`config.mk`:
```
export PLATFORM = sky130hd
export DESIGN_NAME = audio_intensity_meter
export DESIGN_NICKNAME = d
export VERILOG_FILES = /design/src/rtl/audio_intensity_meter.sv
export SDC_FILE = /design/constraint.sdc
export NUM_CORES = 1
export LEC_CHECK = 0
export BUFFER_PORTS_ARGS = -buffer_cell sky130_fd_sc_hd__buf_2
export CORE_MARGIN = 4
export CORE_UTILIZATION = 60
export DETAILED_ROUTE_END_ITERATION = 6
export PLACE_DENSITY = 0.8
export SYNTH_ARGS = -nofsm -noshare
export SYNTH_HDL_FRONTEND = slang
export SYNTH_SLANG_ARGS = --single-unit
```
`constraint.sdc`:
```
create_clock -name clk -period 3.8 [get_ports clk]
set_input_delay 0.19 -clock clk [delete_from_list [all_inputs] [get_ports clk]]
set_output_delay 0.19 -clock clk [all_outputs]
set_load 0.03 [all_outputs]
```
`src/rtl/audio_intensity_meter.sv`:
```
// Windowed audio magnitude meter: averages |sample| over 2^LOG2_WINDOW accepted samples and
// drives a thermometer LED bar, optionally with peak hold and timed decay.
module audio_intensity_meter #(
  parameter int unsigned SAMPLE_W      = 8,
  parameter int unsigned LOG2_WINDOW   = 8,
  parameter int unsigned NUM_LEDS      = 8,
  parameter int unsigned DECAY_WINDOWS = 4
) (
  input  logic                clk,
  input  logic                reset,
  input  logic                sample_valid,
  input  logic [SAMPLE_W-1:0] sample_data,
  input  logic                peak_mode,
  output logic [SAMPLE_W-2:0] level,
  output logic                level_valid,
  output logic [NUM_LEDS-1:0] intensity
);

  localparam int unsigned MagW  = SAMPLE_W - 1;
  localparam int unsigned AccW  = MagW + LOG2_WINDOW;
  localparam int unsigned LitW  = $clog2(NUM_LEDS + 1);
  localparam int unsigned ProdW = MagW + $clog2(NUM_LEDS + 2);
  localparam int unsigned DecW  = (DECAY_WINDOWS > 1) ? $clog2(DECAY_WINDOWS) : 1;

  logic [MagW-1:0]        mag;
  logic [AccW-1:0]        acc_q, win_sum_q;
  logic [LOG2_WINDOW-1:0] cnt_q;
  logic                   s1_valid_q, s2_valid_q;
  logic [MagW-1:0]        avg, avg_q;
  logic [ProdW-1:0]       prod, lit_raw;
  logic [LitW-1:0]        lit, lit_q;
  logic [LitW-1:0]        peak_q, peak_d, shown;
  logic [DecW-1:0]        decay_q, decay_d;
  logic [NUM_LEDS-1:0]    bar;

  // Most-negative code has no positive twin, so it saturates to full scale.
  always_comb begin
    if (sample_data[SAMPLE_W-1]) begin
      if (sample_data[SAMPLE_W-2:0] == '0) begin
        mag = '1;
      end else begin
        mag = MagW'(-sample_data);
      end
    end else begin
      mag = sample_data[SAMPLE_W-2:0];
    end
  end

  always_ff @(posedge clk) begin
    if (reset) begin
      acc_q      <= '0;
      cnt_q      <= '0;
      win_sum_q  <= '0;
      s1_valid_q <= 1'b0;
    end else begin
      s1_valid_q <= 1'b0;
      if (sample_valid) begin
        cnt_q <= cnt_q + 1'b1;
        if (cnt_q == '1) begin
          win_sum_q  <= acc_q + AccW'(mag);
          acc_q      <= '0;
          s1_valid_q <= 1'b1;
        end else begin
          acc_q <= acc_q + AccW'(mag);
        end
      end
    end
  end

  // Stage 1: truncated average and scaled LED count.
  always_comb begin
    avg     = win_sum_q[AccW-1:LOG2_WINDOW];
    prod    = ProdW'(avg) * ProdW'(NUM_LEDS + 1);
    lit_raw = prod >> (SAMPLE_W - 1);
    lit     = (lit_raw > ProdW'(NUM_LEDS)) ? LitW'(NUM_LEDS) : LitW'(lit_raw);
  end

  always_ff @(posedge clk) begin
    if (reset) begin
      avg_q      <= '0;
      lit_q      <= '0;
      s2_valid_q <= 1'b0;
    end else begin
      s2_valid_q <= s1_valid_q;
      if (s1_valid_q) begin
        avg_q <= avg;
        lit_q <= lit;
      end
    end
  end

  // Stage 2: peak tracking runs every window so switching modes shows a current peak.
  always_comb begin
    peak_d  = peak_q;
    decay_d = decay_q;
    if (lit_q >= peak_q) begin
      peak_d  = lit_q;
      decay_d = '0;
    end else if (decay_q == DecW'(DECAY_WINDOWS - 1)) begin
      peak_d  = peak_q - 1'b1;
      decay_d = '0;
    end else begin
      decay_d = decay_q + 1'b1;
    end
    shown = peak_mode ? peak_d : lit_q;
    bar   = '0;
    for (int unsigned i = 0; i < NUM_LEDS; i++) begin
      bar[i] = (i >= NUM_LEDS - 32'(shown));
    end
  end

  always_ff @(posedge clk) begin
    if (reset) begin
      level       <= '0;
      level_valid <= 1'b0;
      intensity   <= '0;
      peak_q      <= '0;
      decay_q     <= '0;
    end else begin
      level_valid <= s2_valid_q;
      if (s2_valid_q) begin
        level     <= avg_q;
        intensity <= bar;
        peak_q    <= peak_d;
        decay_q   <= decay_d;
      end
    end
  end

endmodule

```
Yosys cells after proc, flatten, opt, wreduce, memory -nomap -nowiden:

Index checks and enable logic that the tools add are counted.

* add/subtract/negate cells: 6
* $mul: 1
* $lt $le $gt $ge: 10
* equality and inequality tests: 2
* mux-type cells: 10
* bitwise gates (word level): 1
* reductions and logical operators: 3

Operators with widths (number)
* >= comparator 3 x 32 -> 1 bit (first input constant): 4
* >= comparator 1 x 32 -> 1 bit (first input constant): 2
* >= comparator 2 x 32 -> 1 bit (first input constant): 2
* two-way mux 4 bit: 4
* adder 15 x 7 -> 15 bit: 1
* two-way mux 15 bit: 1
* two-way mux 7 bit: 2
* multiplier 7 x 4 -> 11 bit (second input constant): 1
* adder 8 x 1 -> 8 bit (second input constant): 1
* equality test 8 bit (second input constant): 1
* zero test 7 bit: 1
* negator 7 bit: 1
* subtractor 4 x 4 -> 5 bit (first input constant): 1
* >= comparator 4 bit: 1
* greater-than comparator 4 bit (second input constant): 1
* two-way mux 2 bit: 2
* subtractor 4 x 1 -> 4 bit (second input constant): 1
* adder 2 x 1 -> 2 bit (second input constant): 1
* equality test 2 bit (second input constant): 1
* AND reduction 2 bit: 1
* OR reduction 2 bit: 1
* two-way mux 1 bit: 1
* inverter 1 bit: 1

* bits in registers: 73
* input port bits: 12
* output and inout bits: 16
* word-level logic and storage cells: 45

Logic depth before layout (Yosys ltp):

* depth in word-level cells: 6
* depth in mapped cells: 16
* gate-level depth less buffers: 14

Worst setup path before layout:

No wires, ideal clock.

* kind: reg2reg
* from: register peak_q[2]
* to: register intensity[6]
* setup time: 81 ps
* arrival time: 3130 ps
* data required time: 3719 ps
* setup slack: 589 ps
* stages on the path, launching flop included: 15
* path buffers: 2
* clock period less this slack: 3211 ps
* cells stage by stage: dfxtp_1 buf_2 inv_1 ha_1 or4b_1 a21o_1 nand2_4 mux2i_1 ha_1 clkbuf_1 mux2i_1 o311a_1 nor3b_1 o21ai_0 a41oi_1

* cells in the longest elaborated chain, start to end: 6
* elaborated cells on any way between the ends: 7
* classes of those cells: add/sub (2); order compare (2); mux (3)

RTL lines
* from (decl): RTL line 32 `logic [LitW-1:0] peak_q, peak_d, shown;`
* from (signal assigned): RTL line 124 `peak_q <= peak_d;`
* subtractor 4 x 1 -> 4 bit: RTL line 100 `peak_d = peak_q - 1'b1;`
* two-way mux 4 bit: RTL line 99 `end else if (decay_q == DecW'(DECAY_WINDOWS - 1)) begin`
* two-way mux 4 bit *: RTL line 96 `if (lit_q >= peak_q) begin`
* two-way mux 4 bit *: RTL line 105 `shown = peak_mode ? peak_d : lit_q;`
* subtractor 4 x 4 -> 5 bit *: RTL line 108 `bar[i] = (i >= NUM_LEDS - 32'(shown));`
* >= comparator 3 x 32 -> 1 bit *: RTL line 108
* to (signal assigned): RTL line 123 `intensity <= bar;`
* to (decl): RTL line 16 `output logic [NUM_LEDS-1:0] intensity`

Every way passes the cells marked *; elsewhere a longest branch is shown, timed or not.
A chain may end at the register's enable or synchronous reset.

Worst setup path after layout:

Same ends and word-level chain as after synthesis.

==> results.json <==
{
  "status": "finished, final reports clean",
  "period_share_pct": 89.3,
  "yosysWarningCount": 0,
  "tritoncts": "built",
  "ir_drop_mv": 0.274,
  "yosysTopAreaCell": "dfxtp_1",
  "rsz0062_at_grt": "false",
  "final_cells": 526,
  "ant_nets": 0,
  "antenna_cells": 0,
  "p_clk_share_pct": 38.7,
  "hold_viol": 0,
  "seq_power_share_pct": 48.9,
  "syn_inst": 425,
  "cts_resized": 0,
  "wl_um": 7700,
  "crit_arrival_ns": 3.66,
  "die_area_um2": 7440,
  "finalCriticalPeriod_ns": 3.39,
  "slew_headroom_pct": 48.9,
  "htreeDepth": 3,
  "portBuffers": 27,
  "syn-num-nets": 463,
  "endpoint_kind": "flop",
  "max_stage_delay_ns": 0.51,
  "clk_pin_slew_ns": 0.07,
  "fin_nets": 485,
  "yosys.area_share.simple_pct": 18.6,
  "clock_skew_ns": 0.00535,
  "syn_avg_cell_area_um2": 8.65,
  "r2r_start": "peak_q[2]",
  "p_int_mw": 1.07,
  "synth_edf_count": 0,
  "final_cell_mix": "dfxtp_1, nor2_1, buf_2",
  "worstPathMaxFanout": 11,
  "drc": 0,
  "antenna_found_initial": 0,
  "pre_cts_slack_ns": 0.276,
  "path_cells": "inv_1 > ha_1 > or4b_1 > a21o_1 > nand2_4 > nor2_1 > a21oi_1 > ha_2 > mux2i_1 > o311a_1 > nor3b_1 > o21ai_0 > a41oi_1",
  "hpwl_um": 5470,
  "pwr-share-comb_pct": 12.4,
  "final_max_slew_viol_count": 0,
  "synth-xor-area-share_pct": 7.39,
  "swShare_pct": 26.0,
  "post_cts.repair.setup_buffers": 0,
  "initial_core_util_pct": 62.1,
  "core_area_um2": 5920,
  "num_vias": 3057,
  "setup_ws_ns": 0.406,
  "via_per_inst": 5.81,
  "cts-root-buf": "clkbuf_8",
  "fin_util_pct": 68.2,
  "setup-tns-final_ns": 0,
  "numClockSinks": 65,
  "cp_slowest_cell": "dfxtp_1",
  "detail_route.wl_per_cell_um": 14.6,
  "layout_commonest_cell": "dfxtp_1",
  "grt_max_degree": 51,
  "cts_buffers": 9,
  "fp.dieW_um": 86.3,
  "p_leak_nw": 1.67,
  "dr.pass1.iters": 4,
  "worst_slew_pin_slew_ns": 0.763,
  "setup_viol": 0,
  "p_sw_mw": 0.377,
  "gr-total-overflow": 0,
  "synth_top_family_by_area": "compound AO/OA/AOI/OAI gates",
  "dp_cells": 511,
  "critPathLaunch": "peak_q[2]",
  "async_flop_share_pct": 0,
  "clk_path_buf_depth": 2,
  "reg2reg_slack_ns": 0.41,
  "clkLatencyLatePin_ns": 0.34,
  "drt_iter0_markers": 162,
  "layout-drive-gt1-share_pct": 13.3,
  "hold_class": "primary input to flop",
  "maxCapViolations": 0,
  "crit_type": "flop to flop",
  "synth_fa_ha_area_share_pct": 9.05,
  "grt_pass1_wl_um": 13400,
  "postCtsHoldBufs": 0,
  "grt_usage_pct": 22.4,
  "max_freq_mhz": 295,
  "min-delay-start": "sample_valid",
  "synth_compound_area_share_pct": 18.6,
  "io_pins": 28,
  "synth_top_cell_area_share_pct": 35.4,
  "yosys-top-cells-area": "dfxtp_1, ha_1, mux2i_1",
  "power_per_cell_area_nw_per_um2": 358,
  "synth_seq_cells": 65,
  "synth_mux_area_share_pct": 6.88,
  "cp-start-kind": "flop",
  "place.gp.congestion": 0.891,
  "syn_to_final_growth_pct": 9.87,
  "synth_flop_cell": "dfxtp_1",
  "die_height_um": 86.3,
  "crit_required_ns": 4.06,
  "synth_cell_types": 55,
  "seq_area_frac_synth_pct": 35.4,
  "first_global_vias": 2977,
  "syn_area_um2": 3680,
  "num_rows": 28
}
[registers in the layout (all words and copies together) (netlist names)]
name / flops
s2_valid_q: 1
lit_q: 4
acc_q: 15
cnt_q: 8
intensity: 8
level: 7
peak_q: 4
decay_q: 2
win_sum_q: 7
s1_valid_q: 1
level_valid: 1
avg_q: 7
[cells by family (layout without fill, tap and decap cells)]
family,after synthesis,count (layout)
muxes,25,25
buffers and inverters,39,65
and+or+nand+nor,138,138
DFF,65,65
AOI/OAI and AO/OA,101,101
adders and majority gates,26,26
xor gates and xnor gates,31,31
[metrics by stage]
stage	instance area (µm²)	power, mW	hold WS [ns]
6_report	4040	1.45	0.278
5_1_grt	4040	1.52	0.289
4_1_cts	4030	1.46	0.268
3_5_place_dp	3850	0.899	0.458
3_3_place_gp	3850	0.893	0.446
2_1_floorplan	3680	0.860	0.345
[power by group through the flow]
stage | clock network (mW) | registers, mW | logic [mW]
after floorplan | 0 | 0.720 | 0.140
after global placement | 0 | 0.722 | 0.171
after detailed placement | 0 | 0.722 | 0.176
after CTS | 0.577 | 0.707 | 0.178
after global routing | 0.610 | 0.709 | 0.202
final | 0.560 | 0.707 | 0.179
[cells in the mapped netlist (all sizes together) (2+ instances only)]
cell type  count
o31a           2
nor2          52
a21oi         28
o32ai          2
inv           20
mux2i         23
o21bai         2
buf            6
nor3b          3
a21boi         2
ha            25
a31o           2
xnor2         15
o21a           5
nand2b         3
and3           4
a41o           2
nand4          6
nand2         25
a21o          10
dfxtp         65
nand3          9
a32o           6
xor2          16
nor3          13
or3            5
o21ai         22
or2            3
mux2           2
a211oi         4
nor2b          7
clkbuf        12
nand3b         3
nand4b         2
a31oi          5
[final timing paths]
kind | cells after the start | to
hold / removal | 3 | s1_valid_q
hold reg to reg | 2 | decay_q[1]
setup reg to reg | 13 | intensity[6]
setup / recovery | 13 | intensity[6]
[critical path, delay by kind of cell, from the launching register on]
kind / cells / cell delay, ns
flip-flops: 1 / 0.51
AO/OA/AOI/OAI: 5 / 1.08
buffers and inverters: 1 / 0.16
adder cells (fa/ha/maj): 2 / 0.63
multiplexers: 1 / 0.11
AND/OR/NAND/NOR: 4 / 0.82
[layer usage]
metal / track usage (%) / part of all wire, % / routed length (µm)
met4: 9.77 / 1.6 / 125
met5: 0 / 0 / 0
met3: 3.99 / 4.6 / 357
met1: 28.8 / 46 / 3530
met2: 36.9 / 48 / 3690
[cell type report]
| class | instances | area (µm²) |
|---|---|---|
| clock inverter | 5 | 56.3 |
| multi-input combinational | 321 | 2230 |
| inverter | 21 | 78.8 |
| clock buffer | 10 | 128 |
| timing repair buffer | 29 | 150 |
| tap | 75 | 93.8 |
| sequential | 65 | 1300 |
| fill | 490 | 1880 |
No activity file was read; power rests on OpenSTA's default activity.
